--- config.mk ---
export PLATFORM = sky130hd
export DESIGN_NAME = adder_entry_sequencer
export DESIGN_NICKNAME = d
export VERILOG_FILES = /design/src/rtl/adder_seq_pkg.sv /design/src/rtl/button_conditioner.sv /design/src/rtl/adder_entry_sequencer.sv
export SDC_FILE = /design/constraint.sdc
export NUM_CORES = 1
export LEC_CHECK = 0
export ABC_AREA = 1
export CORE_MARGIN = 1
export CORE_UTILIZATION = 55
export CTS_BUF_LIST = sky130_fd_sc_hd__clkbuf_8
export CTS_CLUSTER_DIAMETER = 50
export DETAILED_ROUTE_END_ITERATION = 6
export PLACE_DENSITY = 0.87
export RECOVER_POWER = 25
export SLEW_MARGIN = 20
export SYNTH_ARGS = -nofsm -noshare
export SYNTH_HDL_FRONTEND = slang
export SYNTH_SLANG_ARGS = --single-unit
--- constraint.sdc ---
create_clock -name CLOCK_50 -period 4.1 [get_ports CLOCK_50]
set_clock_uncertainty 0.1 [all_clocks]
set_input_delay 1.23 -clock CLOCK_50 [delete_from_list [all_inputs] [get_ports CLOCK_50]]
set_output_delay 1.23 -clock CLOCK_50 [all_outputs]
set_load 0.005 [all_outputs]
--- src/rtl/adder_seq_pkg.sv ---
// rtl/adder_seq_pkg.sv - shared types, widths and LED mapping for the adder entry sequencer
package adder_seq_pkg;

    localparam int OPW  = 5;
    localparam int SUMW = 6;

    typedef enum logic [1:0] {
        WAIT_A = 2'd0,
        WAIT_B = 2'd1,
        ADD    = 2'd2,
        SHOW   = 2'd3
    } seq_state_t;

    function automatic logic [3:0] state_led_f(input seq_state_t s);
        return 4'b0001 << s;
    endfunction

endpackage

--- src/rtl/button_conditioner.sv ---
// rtl/button_conditioner.sv - 2-flop sync, stable-count debounce and one-cycle rising-edge pulse
module button_conditioner #(
    parameter int DEBOUNCE_CYCLES = 16
) (
    input  logic clk_i,
    input  logic rst_i,
    input  logic btn_i,
    output logic pulse_o
);

    localparam int CNT_W = (DEBOUNCE_CYCLES > 1) ? $clog2(DEBOUNCE_CYCLES) : 1;
    localparam logic [CNT_W-1:0] CNT_LAST = CNT_W'(DEBOUNCE_CYCLES - 1);

    logic             sync1_q, sync2_q;
    logic             deb_q;
    logic [CNT_W-1:0] cnt_q;
    logic             pulse_q;
    logic             flip;

    assign flip = (sync2_q != deb_q) && (cnt_q == CNT_LAST);

    always_ff @(posedge clk_i) begin
        if (rst_i) begin
            sync1_q <= 1'b0;
            sync2_q <= 1'b0;
            deb_q   <= 1'b0;
            cnt_q   <= '0;
            pulse_q <= 1'b0;
        end else begin
            sync1_q <= btn_i;
            sync2_q <= sync1_q;
            // The pulse is registered so it appears in the cycle after the level flips.
            pulse_q <= flip && sync2_q;
            if (sync2_q == deb_q) begin
                cnt_q <= '0;
            end else if (flip) begin
                deb_q <= sync2_q;
                cnt_q <= '0;
            end else begin
                cnt_q <= cnt_q + 1'b1;
            end
        end
    end

    assign pulse_o = pulse_q;

endmodule

--- src/rtl/adder_entry_sequencer.sv ---
// rtl/adder_entry_sequencer.sv - time-shared operand entry, add and display sequencing
// Optional running accumulation with saturation enabled by ADDER_ACCUM_EN.
module adder_entry_sequencer
    import adder_seq_pkg::*;
#(
    parameter int DEBOUNCE_CYCLES = 16
) (
    input  logic            CLOCK_50,
    input  logic            RESET,
    input  logic [OPW-1:0]  SW,
    input  logic            ENTER,
    output logic [SUMW-1:0] disp_a,
    output logic [SUMW-1:0] disp_b,
    output logic [SUMW-1:0] disp_sum,
    output logic            blank_sum,
    output logic [3:0]      state_led,
    output logic            ovf
);

    seq_state_t      state_q;
    logic [SUMW-1:0] a_q;
    logic [OPW-1:0]  b_q;
    logic [SUMW-1:0] sum_q;
    logic            enter_pulse;

    button_conditioner #(
        .DEBOUNCE_CYCLES(DEBOUNCE_CYCLES)
    ) u_btn (
        .clk_i   (CLOCK_50),
        .rst_i   (RESET),
        .btn_i   (ENTER),
        .pulse_o (enter_pulse)
    );

`ifdef ADDER_ACCUM_EN
    logic       ovf_q;
    logic [6:0] sum_ext;

    // a_q can carry a previous sum up to 63, so the raw result needs a seventh bit.
    assign sum_ext = {1'b0, a_q} + {2'b00, b_q};

    always_ff @(posedge CLOCK_50) begin
        if (RESET) begin
            state_q <= WAIT_A;
            a_q     <= '0;
            b_q     <= '0;
            sum_q   <= '0;
            ovf_q   <= 1'b0;
        end else begin
            case (state_q)
                WAIT_A: if (enter_pulse) begin
                    a_q     <= {1'b0, SW};
                    state_q <= WAIT_B;
                end
                WAIT_B: if (enter_pulse) begin
                    b_q     <= SW;
                    state_q <= ADD;
                end
                ADD: begin
                    sum_q   <= sum_ext[6] ? 6'h3F : sum_ext[5:0];
                    if (sum_ext[6]) ovf_q <= 1'b1;
                    state_q <= SHOW;
                end
                SHOW: if (enter_pulse) begin
                    a_q     <= sum_q;
                    state_q <= WAIT_B;
                end
                default: state_q <= WAIT_A;
            endcase
        end
    end

    assign ovf = ovf_q;
`else
    always_ff @(posedge CLOCK_50) begin
        if (RESET) begin
            state_q <= WAIT_A;
            a_q     <= '0;
            b_q     <= '0;
            sum_q   <= '0;
        end else begin
            case (state_q)
                WAIT_A: if (enter_pulse) begin
                    a_q     <= {1'b0, SW};
                    state_q <= WAIT_B;
                end
                WAIT_B: if (enter_pulse) begin
                    b_q     <= SW;
                    state_q <= ADD;
                end
                ADD: begin
                    sum_q   <= a_q + {1'b0, b_q};
                    state_q <= SHOW;
                end
                SHOW: if (enter_pulse) begin
                    state_q <= WAIT_A;
                end
                default: state_q <= WAIT_A;
            endcase
        end
    end

    assign ovf = 1'b0;
`endif

    assign disp_a    = (state_q == WAIT_A) ? {1'b0, SW} : a_q;
    assign disp_b    = (state_q == WAIT_B) ? {1'b0, SW} : {1'b0, b_q};
    assign disp_sum  = sum_q;
    assign blank_sum = (state_q != SHOW);
    assign state_led = state_led_f(state_q);

endmodule

* After elaboration in Yosys (flattened, before gate mapping)
Index checks and enable logic that the tools add are counted.
** Storage, ports and cells
- Flip-flop bits (word level) :: 26
- Input bits :: 8
- Word-level logic and storage cells :: 37
** Operators by class
- Add/sub/neg operators :: 2
- Equality and inequality tests :: 10
- Shift-type cells :: 1
- Mux-type cells :: 6
- Bitwise gates (word level) :: 1
- Reductions and logical operators :: 8
** Operators with widths (count)
- 5-bit 2-to-1 mux :: 2
- 2-bit case mux with 4 select lines :: 1
- 5-bit by 5-bit adder with 6-bit output :: 1
- 2-bit 2-to-1 mux :: 3
- 2-bit by 1-bit inequality test with 1-bit output, second input constant :: 3
- 2-bit AND reduction :: 3
- 4-bit by 1-bit adder with 4-bit output, second input constant :: 1
- 2-bit == test, second input constant :: 2
- 4-bit == test, second input constant :: 1
- 1-bit by 2-bit left shift with 4-bit output, first input constant :: 1
- 3-bit AND reduction :: 1
- 3-bit OR reduction :: 1
- 2-bit by 1-bit == test with 1-bit output, second input constant :: 1
- 1-bit logical AND :: 2
- 2-bit logical NOT :: 1
- 2-bit inequality test, second input constant :: 1
- 1-bit == test :: 1
- 1-bit inequality test :: 1
- 1-bit NOT :: 1

* Logic depth before layout (Yosys ltp)
- Depth in word-level cells :: 3
- Gate-level depth with buffers :: 10

* By module
A second synthesis with hierarchy kept.
** Second synthesis, totals
- Cells, all modules :: 190
- Area total of the unflattened synthesis :: 1373.8 µm²
** Modules (own cells, without submodules)
- adder_entry_sequencer :: instances 1, cells each 153, area an instance 1064.8 µm², sequential area each 360.3 µm²
- button_conditioner :: instances 1, cells each 37, area an instance 309.0 µm², sequential area each 160.2 µm²

* Worst setup path before layout
Ideal clock, no wire load.
- Path kind :: input-to-output
- Start :: input SW[0]
- End :: output disp_a[0]
- Arrival time :: 1.340 ns
- Slack :: 1.430 ns
- Cell stages on the path :: 2
- Cells stage by stage :: nand2_1 -> o21ai_1
** Between the ends
- Longest elaborated chain between the ends :: 1
** RTL lines
- start: declaration :: RTL line adder_entry_sequencer.sv:10 : input logic [OPW-1:0] SW,
- 5-bit 2-to-1 mux :: RTL line adder_entry_sequencer.sv:106 : assign disp_a = (state_q == WAIT_A) ? {1'b0, SW} : a_q;
- end: declaration :: RTL line adder_entry_sequencer.sv:12 : output logic [SUMW-1:0] disp_a,
Every way passes these cells.

* Worst setup path after layout
- Start :: input SW[2]
- End :: output disp_a[2]
Same word-level chain as after synthesis.

==> metrics.yaml <==
outcome:
  status: "completed"
sta:
  timing_hold_violations_final: 0
  fin_crit_sh_pct: 93.2
  rsz0062_at_grt: "false"
  finalSetupViolCount: 0
  finalSetupTns_ns: 0
  worst_pin_slew_ns: 0.600
  min_period_ns: 3.82
  relSlewSlack_pct: 59.8
  final_max_slew_viol_count: 0
  max_freq_mhz: 262
logic_synthesis:
  synth_cells: 180
  synth_fa_ha_area_share_pct: 10.5
  syn_area_per_cell_um2: 7.67
  synth_compound_gate_area_share_pct: 17.6
  yosysUniqueCellTypes: 26
  synth_simple_gate_area_share_pct: 18.7
  synth_warnings: 0
  synth.area.mux_share_pct: 0
  synthXorXnorAreaFrac_pct: 1.27
  yosys_register_bits: 26
  synth_top_family_by_area: "simple AND/OR/NAND/NOR gates"
  synth_seq_area_share_pct: 37.7
  syn_area_um2: 1380
pwr:
  p_per_area_nw_per_um2: 352
  leakage_nw: 0.679
  peakVddDrop_uv: 335
  power.total_w: 0.000587
cts:
  htreeDepth: 1
  cts_sinks: 26
  cts_made_buffers: 3
  cts_tree: "built"
  cts_root_buffer: "clkbuf_8"
  cts_setup_buffers: 0
  clock_latency_ns: 0.27
  hold_buffers: 0
  postCtsResizedCells: 0
  cts.clk_slew.worst_paths_ns: 0.09
  clockBufferDepth: 2
run:
  maxCapViolations: 0
detailed_routing:
  vias_per_cell: 5.36
  dr.first_iter.drc_count: 17
  vias: 1255
  drcViolationCount: 0
  dr.pass1.iters: 4
  wl_per_cell_um: 13.1
  postRouteAntennaNets: 0
  finalWirelength_mm: 3.07
floorplanning:
  die_w_um: 52.1
  core_um2: 2300
  dieArea_um2: 2710
  rows: 17
  start_util_pct: 60.1
  die_h_um: 52.1
  io_pins: 32
placement:
  io_buffers: 28
  placed_cells: 230
  hpwl_mm: 2.24
  dpl_cell_area_um2: 1630
  place.gp.congestion: 0.823
critical_path:
  cp_max_fo: 4
  endpoint_kind: "output pin"
  required_ns: 2.77
  crit_chain: "clkdlybuf4s50_1, nand2_1, o21ai_1, clkdlybuf4s50_1"
  cpMostUsedCell: "clkdlybuf4s50_1"
  crit_type: "primary input to output pin"
  cpPeakStageDelay_ns: 0.54
  crit_arrival_ns: 2.49
  startpoint_type: "primary input"
  crit_slowest_cell: "clkdlybuf4s50_1"
  r2r_cells: 5
layout:
  layout-drive-gt1-share_pct: 6.31
  fillCellCount: 182
  fin_cells: 234
  nets: 226
  ff_latch_area_um2: 520
  fin_area_um2: 1670
  final_common_cell: "nand2_1"
  multi_input_area_um2: 666
  antennaDiodeCount: 0
  area_growth_syn_to_layout_pct: 20.8
  final_cell_mix: "28 x nand2_1, 27 x inv_1, 27 x clkdlybuf4s50_1"
global_route:
  grt_use_total_pct: 25.9
  grt_overflow: 0
  antenna_found_initial: 0
  grt_pass1_wl_mm: 5.15
  grt_pass1_vias: 1240
  grt_max_degree: 17
hold_path:
  min_delay_path_depth: 2
  hp-class: "flop to flop"
==> synthesized netlist by cell type <==
| cell | number | share of area (%) |
|---|---|---|
| a211oi_1 | 1 | 0.54 |
| a21oi_1 | 13 | 4.7 |
| a21oi_2 | 3 | 1.9 |
| buf_12 | 1 | 1.5 |
| buf_2 | 2 | 0.73 |
| buf_4 | 4 | 2.2 |
| buf_6 | 1 | 0.82 |
| clkinv_8 | 1 | 1.2 |
| conb_1 | 1 | 0.27 |
| dfxtp_1 | 26 | 38 |
| fa_1 | 1 | 1.5 |
| ha_1 | 10 | 9.1 |
| inv_1 | 27 | 7.3 |
| inv_2 | 1 | 0.27 |
| nand2_1 | 28 | 7.6 |
| nand2_2 | 2 | 0.91 |
| nand3_1 | 11 | 4.0 |
| nand4_1 | 3 | 1.4 |
| nor2_1 | 16 | 4.4 |
| o211ai_2 | 1 | 0.91 |
| o21ai_0 | 1 | 0.36 |
| o21ai_1 | 20 | 7.3 |
| o21ai_2 | 3 | 1.9 |
| or2_1 | 1 | 0.45 |
| xnor2_1 | 1 | 0.63 |
| xor2_1 | 1 | 0.63 |
==> metrics by stage <==
step           util, %  hold slack [ns]  worst slack [ns]
6_report          72.5            0.314             0.280
3_5_place_dp      71.0            0.304             0.262
4_1_cts           73.4            0.315             0.261
2_1_floorplan        -            0.288              1.43
5_1_grt           72.5            0.359             0.238
3_3_place_gp      71.0            0.296             0.362
==> flip-flops by register name, summed over array words and instances (netlist names) <==
signal / count
disp_sum: 6
a_q: 5
b_q: 5
u_btn.cnt_q: 4
state_q: 2
u_btn.deb_q: 1
u_btn.pulse_o: 1
u_btn.sync1_q: 1
u_btn.sync2_q: 1
==> kinds of logic (layout without fill, tap and decap cells) <==
kind of cell,after synthesis,in the layout
xor+xnor,2,2
fa+ha+maj,11,11
compound gates,42,42
simple gates,61,61
flops,26,26
buf+inv,37,61
other cells,1,3
==> final timing paths <==
kind,startpoint,to,slack [ns]
worst min-delay path,u_btn.sync1_q,u_btn.sync2_q,0.31
worst max register to register,state_q[1],a_q[4],2.35
worst max-delay path,SW[2],disp_a[2],0.28
worst min register to register,u_btn.sync1_q,u_btn.sync2_q,0.31
==> worst max-delay path, delay by kind of cell <==
kind / cells / cell delay (ns)
AOI/OAI and AO/OA: 1 / 0.11
and+or+nand+nor: 1 / 0.09
buffers and inverters: 2 / 1.06
==> where the power goes <==
group	internal [W]	leakage, nW	switching (W)
logic	0.0000781	0.441	0.0000770
registers	0.000259	0.210	0.00000652
clock network	0.0000859	0.0288	0.0000809
total	0.000423	0.679	0.000164
==> final cells by class <==
class | count | area share [%]
clock buffers | 4 | 3.30
inverters | 29 | 6.61
multi-input cells | 119 | 39.9
flip-flops and latches | 26 | 31.2
well taps | 28 | 2.10
repair buffers | 28 | 16.8
==> routing by layer <==
| layer | track usage (%) | share of wire [%] | up-vias |
|---|---|---|---|
| met5 | 0 | 0 | - |
| met4 | 9.46 | 1.0 | 0 |
| met3 | 7.60 | 4.8 | 6 |
| met2 | 46.6 | 51 | 43 |
| met1 | 28.3 | 43 | 580 |
| li1 | - | - | 626 |
(Power assumes the default switching activity.)
